## src/rtl/epochtv1_vram_arb_if.sv

```systemverilog
// Bus bundle between the TV-1 VRAM arbiter, its two requesters and the VRAM macro.
// slave = arbiter view; master = requesters plus memory side.
interface epochtv1_vram_arb_if;
  logic        VID_REQ;
  logic [10:0] VID_A;
  logic        VID_ACK;
  logic [15:0] VID_D;
  logic        VID_DV;
  logic        CPU_REQ;
  logic        CPU_WE;
  logic [11:0] CPU_A;
  logic [7:0]  CPU_DI;
  logic [7:0]  CPU_DO;
  logic        CPU_ACK;
  logic [10:0] MEM_A;
  logic        MEM_RD;
  logic [1:0]  MEM_WE;
  logic [15:0] MEM_WD;
  logic [15:0] MEM_RDATA;

  modport slave (
    input  VID_REQ, VID_A, CPU_REQ, CPU_WE, CPU_A, CPU_DI, MEM_RDATA,
    output VID_ACK, VID_D, VID_DV, CPU_DO, CPU_ACK, MEM_A, MEM_RD, MEM_WE, MEM_WD
  );

  modport master (
    output VID_REQ, VID_A, CPU_REQ, CPU_WE, CPU_A, CPU_DI, MEM_RDATA,
    input  VID_ACK, VID_D, VID_DV, CPU_DO, CPU_ACK, MEM_A, MEM_RD, MEM_WE, MEM_WD
  );
endinterface

```

## src/rtl/epochtv1_vram_arb.sv

```systemverilog
// Single-port VRAM arbiter: video fetch has priority, CPU byte path is protected from
// starvation by a saturating lost-slot counter.
module epochtv1_vram_arb #(
  parameter int unsigned STARVE_MAX = 4
) (
  input logic                CLK,
  input logic                RST,
  input logic                CE,
  epochtv1_vram_arb_if.slave bus
);

  typedef enum logic [0:0] {CIdle, CBusy} cpu_st_e;

  localparam logic [3:0] StarveMax = 4'(STARVE_MAX);

  cpu_st_e     c_state_q, c_state_d;
  logic [3:0]  starve_q, starve_d;
  logic        cpu_ack_q, cpu_rd_q, cpu_lane_q, vid_dv_q;
  logic [7:0]  cpu_do_q;
  logic        slot, cpu_elig, gnt_cpu, gnt_vid;
  logic [7:0]  lane_byte;

  always_comb begin
    slot     = CE & ~RST;
    cpu_elig = bus.CPU_REQ & (c_state_q == CIdle) & ~cpu_ack_q;
    gnt_cpu  = 1'b0;
    gnt_vid  = 1'b0;
    if (slot) begin
      if (cpu_elig && (starve_q == StarveMax)) gnt_cpu = 1'b1;
      else if (bus.VID_REQ)                    gnt_vid = 1'b1;
      else if (cpu_elig)                       gnt_cpu = 1'b1;
    end
  end

  always_comb begin
    c_state_d = c_state_q;
    starve_d  = starve_q;
    if (slot) begin
      unique case (c_state_q)
        CIdle: if (gnt_cpu) c_state_d = CBusy;
        CBusy: c_state_d = CIdle;
      endcase
      if (gnt_cpu) begin
        starve_d = 4'd0;
      end else if (cpu_elig && gnt_vid && (starve_q < StarveMax)) begin
        starve_d = starve_q + 4'd1;
      end
    end
  end

  always_comb begin
    bus.VID_ACK = gnt_vid;
    bus.MEM_A   = 11'd0;
    bus.MEM_RD  = 1'b0;
    bus.MEM_WE  = 2'b00;
    bus.MEM_WD  = 16'd0;
    if (gnt_vid) begin
      bus.MEM_A  = bus.VID_A;
      bus.MEM_RD = 1'b1;
    end else if (gnt_cpu) begin
      bus.MEM_A = bus.CPU_A[11:1];
      if (bus.CPU_WE) begin
        bus.MEM_WD = {bus.CPU_DI, bus.CPU_DI};
        bus.MEM_WE = bus.CPU_A[0] ? 2'b10 : 2'b01;
      end else begin
        bus.MEM_RD = 1'b1;
      end
    end
  end

  // Read data arrives in the ACK/DV slot, so it is passed through then and latched for holding.
  assign lane_byte = cpu_lane_q ? bus.MEM_RDATA[15:8] : bus.MEM_RDATA[7:0];

  always_ff @(posedge CLK) begin
    if (RST) begin
      c_state_q  <= CIdle;
      starve_q   <= 4'd0;
      cpu_ack_q  <= 1'b0;
      cpu_rd_q   <= 1'b0;
      cpu_lane_q <= 1'b0;
      vid_dv_q   <= 1'b0;
      cpu_do_q   <= 8'd0;
    end else if (CE) begin
      c_state_q <= c_state_d;
      starve_q  <= starve_d;
      cpu_ack_q <= gnt_cpu;
      vid_dv_q  <= gnt_vid;
      if (gnt_cpu) begin
        cpu_rd_q   <= ~bus.CPU_WE;
        cpu_lane_q <= bus.CPU_A[0];
      end
      if (cpu_ack_q && cpu_rd_q) cpu_do_q <= lane_byte;
    end
  end

  // Outputs read as 0 while RST is held so a transfer cut by reset never shows completion.
  assign bus.CPU_ACK = cpu_ack_q & ~RST;
  assign bus.VID_DV  = vid_dv_q & ~RST;
  assign bus.VID_D   = (vid_dv_q && !RST) ? bus.MEM_RDATA : 16'd0;
  assign bus.CPU_DO  = RST ? 8'd0 : ((cpu_ack_q && cpu_rd_q) ? lane_byte : cpu_do_q);

endmodule
```

## src/flat_wrapper.sv

```systemverilog
// flat-port wrapper written by rule: the top's interface ports become plain ports
module epochtv1_vram_arb_flat 
#(
  parameter int unsigned STARVE_MAX = 4
)
  (CLK, RST, CE, bus_VID_REQ, bus_VID_A, bus_CPU_REQ, bus_CPU_WE, bus_CPU_A, bus_CPU_DI, bus_MEM_RDATA, bus_VID_ACK, bus_VID_D, bus_VID_DV, bus_CPU_DO, bus_CPU_ACK, bus_MEM_A, bus_MEM_RD, bus_MEM_WE, bus_MEM_WD);
  epochtv1_vram_arb_if bus_i ();
  input logic CLK;
  input logic RST;
  input logic CE;
  input wire logic [$bits(bus_i.VID_REQ)-1:0] bus_VID_REQ;
  input wire logic [$bits(bus_i.VID_A)-1:0] bus_VID_A;
  input wire logic [$bits(bus_i.CPU_REQ)-1:0] bus_CPU_REQ;
  input wire logic [$bits(bus_i.CPU_WE)-1:0] bus_CPU_WE;
  input wire logic [$bits(bus_i.CPU_A)-1:0] bus_CPU_A;
  input wire logic [$bits(bus_i.CPU_DI)-1:0] bus_CPU_DI;
  input wire logic [$bits(bus_i.MEM_RDATA)-1:0] bus_MEM_RDATA;
  output wire logic [$bits(bus_i.VID_ACK)-1:0] bus_VID_ACK;
  output wire logic [$bits(bus_i.VID_D)-1:0] bus_VID_D;
  output wire logic [$bits(bus_i.VID_DV)-1:0] bus_VID_DV;
  output wire logic [$bits(bus_i.CPU_DO)-1:0] bus_CPU_DO;
  output wire logic [$bits(bus_i.CPU_ACK)-1:0] bus_CPU_ACK;
  output wire logic [$bits(bus_i.MEM_A)-1:0] bus_MEM_A;
  output wire logic [$bits(bus_i.MEM_RD)-1:0] bus_MEM_RD;
  output wire logic [$bits(bus_i.MEM_WE)-1:0] bus_MEM_WE;
  output wire logic [$bits(bus_i.MEM_WD)-1:0] bus_MEM_WD;
  assign bus_i.VID_REQ = bus_VID_REQ;
  assign bus_i.VID_A = bus_VID_A;
  assign bus_i.CPU_REQ = bus_CPU_REQ;
  assign bus_i.CPU_WE = bus_CPU_WE;
  assign bus_i.CPU_A = bus_CPU_A;
  assign bus_i.CPU_DI = bus_CPU_DI;
  assign bus_i.MEM_RDATA = bus_MEM_RDATA;
  assign bus_VID_ACK = bus_i.VID_ACK;
  assign bus_VID_D = bus_i.VID_D;
  assign bus_VID_DV = bus_i.VID_DV;
  assign bus_CPU_DO = bus_i.CPU_DO;
  assign bus_CPU_ACK = bus_i.CPU_ACK;
  assign bus_MEM_A = bus_i.MEM_A;
  assign bus_MEM_RD = bus_i.MEM_RD;
  assign bus_MEM_WE = bus_i.MEM_WE;
  assign bus_MEM_WD = bus_i.MEM_WD;
  epochtv1_vram_arb #(.STARVE_MAX(STARVE_MAX)) u_core (.CLK(CLK), .RST(RST), .CE(CE), .bus(bus_i));
endmodule
```

## config.mk

```make
export PLATFORM = sky130hd
export DESIGN_NAME = epochtv1_vram_arb_flat
export DESIGN_NICKNAME = d
export VERILOG_FILES = /design/src/rtl/epochtv1_vram_arb_if.sv /design/src/rtl/epochtv1_vram_arb.sv /design/src/flat_wrapper.sv
export SDC_FILE = /design/constraint.sdc
export NUM_CORES = 1
export LEC_CHECK = 0
export ABC_AREA = 1
export CAP_MARGIN = 15
export CORE_UTILIZATION = 34
export CTS_CLUSTER_SIZE = 25
export DETAILED_ROUTE_END_ITERATION = 7
export PLACE_DENSITY_LB_ADDON = 0.08
export REMOVE_ABC_BUFFERS = 1
export SYNTH_ARGS = -nofsm -noshare
export SYNTH_HDL_FRONTEND = slang
export SYNTH_SLANG_ARGS = --single-unit
```

## constraint.sdc

```tcl
create_clock -name CLK -period 1.7 [get_ports CLK]
set_input_delay 0.34 -clock CLK [delete_from_list [all_inputs] [get_ports CLK]]
set_output_delay 0.34 -clock CLK [all_outputs]
set_load 0.02 [all_outputs]
```

Word-level counts from Yosys, hierarchy flattened
Index checks and enable logic that the tools add are counted.
{"block": "word_totals", "reg_bits": 17, "output_inout_bits": 57, "wordCells": 56}
{"block": "op_classes", "add_sub_neg": 1, "magnitude_cmp": 1, "n_eq_ne": 1, "muxes": 27, "n_bitwise": 9, "reduce_logical": 10}
{"cell": "$mux W16", "count": 4}
{"cell": "$mux W8", "count": 3}
{"cell": "$mux W11", "count": 2}
{"cell": "$mux W1", "count": 11}
{"cell": "$mux W2", "count": 4}
{"cell": "$mux W4", "count": 2}
{"cell": "$and A1 B1 Y1", "count": 5}
{"cell": "$logic_and A1 B1 Y1", "count": 5}
{"cell": "$add A4 B1 Y4 const B", "count": 1}
{"cell": "$eq A4 B3 Y1 const B", "count": 1}
{"cell": "$lt A4 B3 Y1 const B", "count": 1}
{"cell": "$not A1 Y1", "count": 4}
{"cell": "$reduce_and A2 Y1", "count": 2}
{"cell": "$reduce_and A3 Y1", "count": 1}
{"cell": "$pmux W1 S2", "count": 1}
{"cell": "$reduce_bool A2 Y1", "count": 1}
{"cell": "$logic_not A1 Y1", "count": 1}

Depth between registers and ports, before layout
Gate-level depths: netlist of the first run.
{"block": "depth", "word_depth": 10, "depth_mapped": 10, "depth_no_buf": 9}

Worst setup path after synthesis of the first run
OpenSTA, ideal clock, no wires.
{"block": "synth_path", "path_kind": "register to output", "startpoint": "register u_core.starve_q[0]", "endpoint": "output port bus_MEM_WD[12]", "t_arrival_ps": 1789, "required_time_ps": 1360, "slack_ps": -429, "stages_incl_launch_ff": 10, "path_buffers": 1, "cell_sequence": "dfxtp_1 > inv_1 > ha_1 > nand2_2 > nor2_1 > nand2_1 > nand2_2 > nand2_2 > nor3b_1 > buf_4"}
{"block": "synth_between", "elab_chain_cells": 6, "word_cells_on_any_way": 8, "classes_between": "eq/ne: 1; mux: 6; reduce/logical: 1"}
{"element": "start: declaration", "line_no": "epochtv1_vram_arb.sv:17", "rtl": "logic [3:0] starve_q, starve_d;"}
{"element": "start signal: assignment", "line_no": "epochtv1_vram_arb.sv:85", "rtl": "starve_q <= starve_d;"}
{"element": "$eq A4 B3 Y1 *", "line_no": "epochtv1_vram_arb.sv:29", "rtl": "if (cpu_elig && (starve_q == StarveMax)) gnt_cpu = 1'b1;"}
{"element": "$logic_and A1 B1 Y1 *", "line_no": "epochtv1_vram_arb.sv:29"}
{"element": "$mux W1", "line_no": "epochtv1_vram_arb.sv:29"}
{"element": "$mux W1", "line_no": "epochtv1_vram_arb.sv:28", "rtl": "if (slot) begin"}
{"element": "$mux W16", "line_no": "epochtv1_vram_arb.sv:60", "rtl": "end else if (gnt_cpu) begin"}
{"element": "$mux W16 *", "line_no": "epochtv1_vram_arb.sv:57", "rtl": "if (gnt_vid) begin"}
{"element": "end: declaration", "line_no": "flat_wrapper.sv:26", "rtl": "output wire logic [$bits(bus_i.MEM_WD)-1:0] bus_MEM_WD;"}
Mark *: on every way between the ends. The rest lies on a longest branch, timed or not.

Worst setup path in the final report of the first run
{"block": "layout_path", "startpoint": "register u_core.starve_q[1]", "endpoint": "output port bus_MEM_WD[4]"}
The elaborated chain is that of the path after synthesis.

==> results of run 1 <==
## Yosys cell counts, drive strengths merged
library cell / instances / area share, %
nor3: 2 / 1.4
a21oi: 11 / 3.8
nor3b: 3 / 1.6
o211ai: 8 / 4.2
nand4: 2 / 0.87
o21ai: 19 / 7.4
clkinv: 1 / 0.26
nor2: 32 / 9.2
and2: 8 / 3.5
dfxtp: 17 / 24
inv: 44 / 12
nand2: 57 / 16
ha: 2 / 1.7
nand3: 15 / 5.2
clkbuf: 3 / 0.78
buf: 16 / 8.6
## registers in the layout, indices dropped and copies added, names as in the netlist
register / count
u_core.cpu_do_q: 8
u_core.starve_q: 4
u_core.c_state_q: 1
u_core.cpu_ack_q: 1
u_core.cpu_lane_q: 1
u_core.cpu_rd_q: 1
u_core.vid_dv_q: 1
## worst max-delay path: cells and delay by family, from the launching register on
family / cells / cell delay [ps]
simple gates: 6 / 680
flops: 1 / 330
buf+inv: 2 / 220
fa+ha+maj: 1 / 140
## final cells by class
cell class | instances | area [µm²] | share of cell area [%]
Clock buffer | 4 | 45.0 | 1.45
Inverter | 45 | 176 | 5.67
Multi-Input combinational cell | 159 | 945 | 30.4
Sequential cell | 17 | 347 | 11.1
Tap cell | 50 | 62.6 | 2.01
Timing Repair Buffer | 166 | 1530 | 49.1
Timing Repair inverter | 1 | 7.51 | 0.241
## path summary, 6_finish.rpt
kind                                            to  slack [ps]  cells past startpoint                from
worst max-delay path                 bus_MEM_WD[4]        -260                      9  u_core.starve_q[1]
worst min register to register  u_core.starve_q[3]         470                      2  u_core.starve_q[3]
worst max register to register  u_core.starve_q[0]        -230                     16  u_core.starve_q[0]
worst min-delay path            u_core.starve_q[3]         470                      2  u_core.starve_q[3]
## stage by stage
step	total power [µW]	worst slack [ps]	instance area, µm²	util [%]	TNS (ps)
global placement	848	-792	2680	66.6	-36420
CTS	1180	-291	2910	72.3	-6000
detailed placement	853	-859	2680	66.6	-37400
global route	1280	-329	3110	77.2	-10120
finish	1210	-259	3110	77.2	-7050
floorplan	592	-661	1300	-	-6230
## power by group through the flow
stage                     combinational, µW  clock, µW  sequential [µW]
after floorplan                         159          0              433
after global placement                  416          0              432
after detailed placement                421          0              432
after CTS                               452        303              424
after global routing                    527        326              427
final                                   490        297              425
## logic make-up after synthesis
logic type / share of synthesized area [%]
AOI/OAI and AO/OA: 15.4
and+or+nand+nor: 37.9
DFF: 23.7
adders and majority gates: 1.74
buffers and inverters: 21.2
## routing by layer
metal / part of all wire, % / wire length [µm] / track usage (%)
met5: 0 / 0 / 0
met4: 1.9 / 106 / 7.18
met3: 5.3 / 291 / 4.11
met2: 56 / 3100 / 47.2
met1: 36 / 1990 / 23.8
## timing repair
| action | in CTS | in global routing |
|---|---|---|
| setup endpoints to repair | 57 | 56 |
| cloned | 2 | 1 |
| buffers inserted | 21 | 8 |
| gates resized for setup | 328 | 46 |
| pin swaps | 15 | 17 |
## layout by cell type, fill, tap and decap left out, drive strengths merged
master | netlist | final
clkinvlp | 0 | 1
dlygate4sd2 | 0 | 4
a21oi | 11 | 11
o211ai | 8 | 8
nand4 | 2 | 2
buf | 16 | 112
clkbuf | 3 | 5
nor3 | 2 | 2
o21ai | 19 | 19
nor3b | 3 | 3
dfxtp | 17 | 17
nand2 | 57 | 57
nor2 | 32 | 32
inv | 44 | 44
and2 | 8 | 8
dlymetal6s2s | 0 | 9
clkinv | 1 | 1
clkdlybuf4s50 | 0 | 40
ha | 2 | 2
nand3 | 15 | 15
==> impl_metrics.env, run 1 <==
export IMPL_layout_min_cycle_time_ps=1960
export IMPL_clk_path_buf_depth=2
export IMPL_clk_pin_slew_ps=60
export IMPL_clkSinkCount=17
export IMPL_hpwl_um=3460
export IMPL_irDropWorstVdd_mv=0.575
export IMPL_fill_cells=315
export IMPL_holdCritPathClass="flip-flop to flip-flop"
export IMPL_synth_avg_cell_area_um2=5.98
export IMPL_setup_ws_ps=-259
export IMPL_wire_per_inst_um=12.4
export IMPL_cp_slowest_stage_delay_ps=330
export IMPL_power_per_cell_area_mw_per_mm2=390
export IMPL_area_delta_synth_final_pct=117
export IMPL_yosysUniqueCellTypes=25
export IMPL_pwr_share_clk_pct=24.5
export IMPL_critPathMostFrequentCell="nand2_4"
export IMPL_hold_viol=0
export IMPL_violations="setup timing"
export IMPL_die_height_um=67.0
export IMPL_h_tree_depth=1
export IMPL_path_class="flip-flop to output pin"
export IMPL_worst_slew_pin_slew_ps=344
export IMPL_post_place_cells=407
export IMPL_via_per_inst=4.61
export IMPL_track_usage_pct=23.5
export IMPL_nets=448
export IMPL_die_x_um=67.0
export IMPL_grt_max_degree=19
export IMPL_dr_pass1_iters=5
export IMPL_grt_setup_unrepaired="yes"
export IMPL_antenna_found_initial=0
export IMPL_slew_headroom_pct=77.0
export IMPL_remaining_drc_errors=0
export IMPL_clock_latency_ps=250
export IMPL_vias=2036
export IMPL_ys_seq_elements=17
export IMPL_seqPwrFrac_pct=35.1
export IMPL_antennaDiodeCount=0
export IMPL_p_sw_share_pct=30.3
export IMPL_drtIter0Drc=43
export IMPL_grt_pass1_wl_um=8090
export IMPL_netlist_area_mm2=0.00144
export IMPL_start_util_pct=35.6
export IMPL_fp_row_count=23
export IMPL_routed_wirelength_um=5490
export IMPL_p_switching_uw=367
export IMPL_grt_overflow=0
export IMPL_die_area_mm2=0.00448
export IMPL_internal_power_uw=845
export IMPL_grt_pass1_vias=1888
export IMPL_ios=110
export IMPL_hold_buffers=0
export IMPL_startpoint_type="flip-flop"
export IMPL_setup_violations=35
export IMPL_max_cap_violations=0
export IMPL_port_buffers=109
export IMPL_yosysWarningCount=0
export IMPL_outcome="finished, violations left"
export IMPL_path_cells="inv_2 > ha_4 > nand2_4 > nor2_4 > nand2_2 > nand2_4 > nand2_8 > nor3b_4 > buf_6"
export IMPL_fmaxAchievable_mhz=510
export IMPL_gp_congestion=0.842
export IMPL_cp_required_ps=1360
export IMPL_yosysSeqAreaShare_pct=23.7
export IMPL_worstPathMaxFanout=4
export IMPL_drtAntennaViolNets=0
export IMPL_core_area_mm2=0.00403
export IMPL_fin_skew_ps=4.64
export IMPL_cts_tree="built"
export IMPL_syn_inst=240
export IMPL_p_leak_uw=0.00168
export IMPL_cts_buffers=3
export IMPL_cp_end_kind="output pin"
export IMPL_slowest_stage="dfxtp_2"
export IMPL_drive_gt1_share_pct=41.1
export IMPL_crit_arrival_ps=1620
export IMPL_combPwrFrac_pct=40.4
export IMPL_drv_slew=0
export IMPL_root_buffer="clkbuf_8"
export IMPL_timing_final_crit_share_pct=115
export IMPL_fin_cells=442
export IMPL_holdWs_ps=474
Power figures use the tool's default switching activity.
==> inputs of run 2 (changes only) <==
CORE_UTILIZATION = 35   (was 34)
clock period = 2.4 ns   (was 1.7 ns; I/O delays follow)
==> run 2 against run 1 <==
- the run now ends clean
- largest cell class unchanged
- non-clock buffer count decreased by 31
- sequential cell count unchanged
- core utilization decreased by 10 points
- critical path depth decreased by 5
- sequential share of layout area increased by 2.2 points
==> impl_metrics.env, run 2 (synthesis results as in run 1) <==
export IMPL_outcome="complete, no violations"
export IMPL_clock_latency_ps=250
export IMPL_vias=1806
export IMPL_slew_headroom_pct=69.6
export IMPL_clk_path_buf_depth=2
export IMPL_path_class="input pin to output pin"
export IMPL_hold_buffers=0
export IMPL_crit_start="RST"
export IMPL_p_total_uw=787
export IMPL_fill_cells=369
export IMPL_reg_top3="u_core.cpu_do_q x8, u_core.starve_q x4"
export IMPL_rr_startpoint="u_core.starve_q[0]"
export IMPL_root_buffer="clkbuf_8"
export IMPL_layout_min_cycle_time_ps=2390
export IMPL_die_x_um=66.0
export IMPL_dp_worst_setup_slack_ps=-350
export IMPL_startpoint_type="input pin"
export IMPL_antennaDiodeCount=0
export IMPL_area_delta_synth_final_pct=77.3
export IMPL_via_per_inst=4.43
export IMPL_cts_tree="built"
export IMPL_wire_per_inst_um=10.5
export IMPL_holdCritPathClass="flip-flop to flip-flop"
export IMPL_clkSinkCount=17
export IMPL_drv_slew=0
export IMPL_layout_common_cells="clkdlybuf4s50_1, nand2_1, inv_1"
export IMPL_hpwl_um=3360
export IMPL_die_area_mm2=0.00436
export IMPL_crit_arrival_ps=1910
export IMPL_nets=416
export IMPL_cts_buffers=3
export IMPL_die_height_um=66.0
export IMPL_fin_util_pct=67.0
export IMPL_dpl_cell_area_mm2=0.00261
export IMPL_largest_reg_flops=8
export IMPL_grt_overflow=0
export IMPL_worst_slew_pin_slew_ps=453
export IMPL_port_buffers=109
export IMPL_holdWs_ps=472
export IMPL_worstPathMaxFanout=12
export IMPL_track_usage_pct=18.9
export IMPL_p_leak_uw=0.00138
export IMPL_ios=110
export IMPL_ff_latch_area_um2=340
export IMPL_start_util_pct=37.8
export IMPL_h_tree_depth=1
export IMPL_regMostFlops="u_core.cpu_do_q"
export IMPL_worstSetupEndpoint="bus_CPU_ACK"
export IMPL_fp_row_count=22
export IMPL_cp_end_kind="output pin"
export IMPL_rrSetupSlack_ps=970
export IMPL_clk_pin_slew_ps=70
export IMPL_power_per_cell_area_mw_per_mm2=309
export IMPL_max_cap_violations=0
export IMPL_grt_pass1_vias=1572
export IMPL_irDropWorstVdd_mv=0.325
export IMPL_hold_viol=0
export IMPL_grt_max_degree=19
export IMPL_drtAntennaViolNets=0
export IMPL_cp_required_ps=1920
export IMPL_dr_pass1_iters=4
export IMPL_setup_violations=0
export IMPL_routed_wirelength_um=4290
export IMPL_layout_commonest_cell="clkdlybuf4s50_1"
export IMPL_antenna_found_initial=0
export IMPL_core_area_mm2=0.00380
export IMPL_grt_setup_unrepaired="yes"
export IMPL_remaining_drc_errors=0
export IMPL_timing_final_crit_share_pct=99.6
export IMPL_fin_area_mm2=0.00254
export IMPL_multi_input_area_um2=801
export IMPL_grt_pass1_wl_um=6530
export IMPL_setup_ws_ps=8.53
export IMPL_fmaxAchievable_mhz=418
export IMPL_fin_skew_ps=5.33
export IMPL_drive_gt1_share_pct=21.9
export IMPL_gp_congestion=0.852
export IMPL_ff2ff_path_depth=8
export IMPL_crit_reg2reg_capture="u_core.cpu_rd_q"
export IMPL_drtIter0Drc=49
run 2: repair_timing:
| action | CTS | global route |
|---|---|---|
| endpoints found under the setup margin | 56 | 43 |
| gates resized for setup | 90 | 57 |
| buffers inserted | 3 | 3 |
run 2: stage by stage:
stage | setup TNS, ps | cells
finish | 0 | 408
detailed placement | -12880 | 398
CTS | -163 | 405
global route | -247 | 408
floorplan | -923 | 221
global placement | -11830 | 398
run 2: per-layer routing:
layer  vias to the layer above  track usage [%]  routed length (µm)
met5                         -                0                   0
met4                         0             4.26                  17
met3                         4             4.48                 274
met2                        50             34.2                2150
met1                       776             22.3                1860
li1                        976                -                   -
run 2: how the worst min path moves through the flow:
| stage | endpoint | cells after the start | slack (ps) | from |
|---|---|---|---|---|
| after floorplan | u_core.cpu_rd_q | 2 | 430 | u_core.cpu_rd_q |
| after global placement | u_core.cpu_rd_q | 2 | 450 | u_core.cpu_rd_q |
| after detailed placement | u_core.starve_q[3] | 2 | 460 | u_core.starve_q[3] |
| after CTS | u_core.starve_q[3] | 2 | 470 | u_core.starve_q[3] |
| after global routing | u_core.cpu_rd_q | 2 | 480 | u_core.cpu_rd_q |
| final | u_core.cpu_rd_q | 2 | 470 | u_core.cpu_rd_q |
run 2: critical path, stage by stage:
cell	delay, ps
clkdlybuf4s50_1	430
buf_4	190
nor2_1	170
clkdlybuf4s50_1	640
run 2: area by class of cell:
class                           count  share of cell area, %
Clock buffer                        3                   1.62
Clock inverter                      1                  0.197
Inverter                           45                   6.88
Multi-Input combinational cell    159                   31.5
Sequential cell                    17                   13.4
Tap cell                           48                   2.36
Timing Repair Buffer              135                   44.1
run 2: where the power goes:
part,internal [µW],leakage (µW),switching [µW]
sequential,295,0.000139,4.89
combinational,144,0.00121,131
clock,115,0.0000255,97.4
total,554,0.00138,233
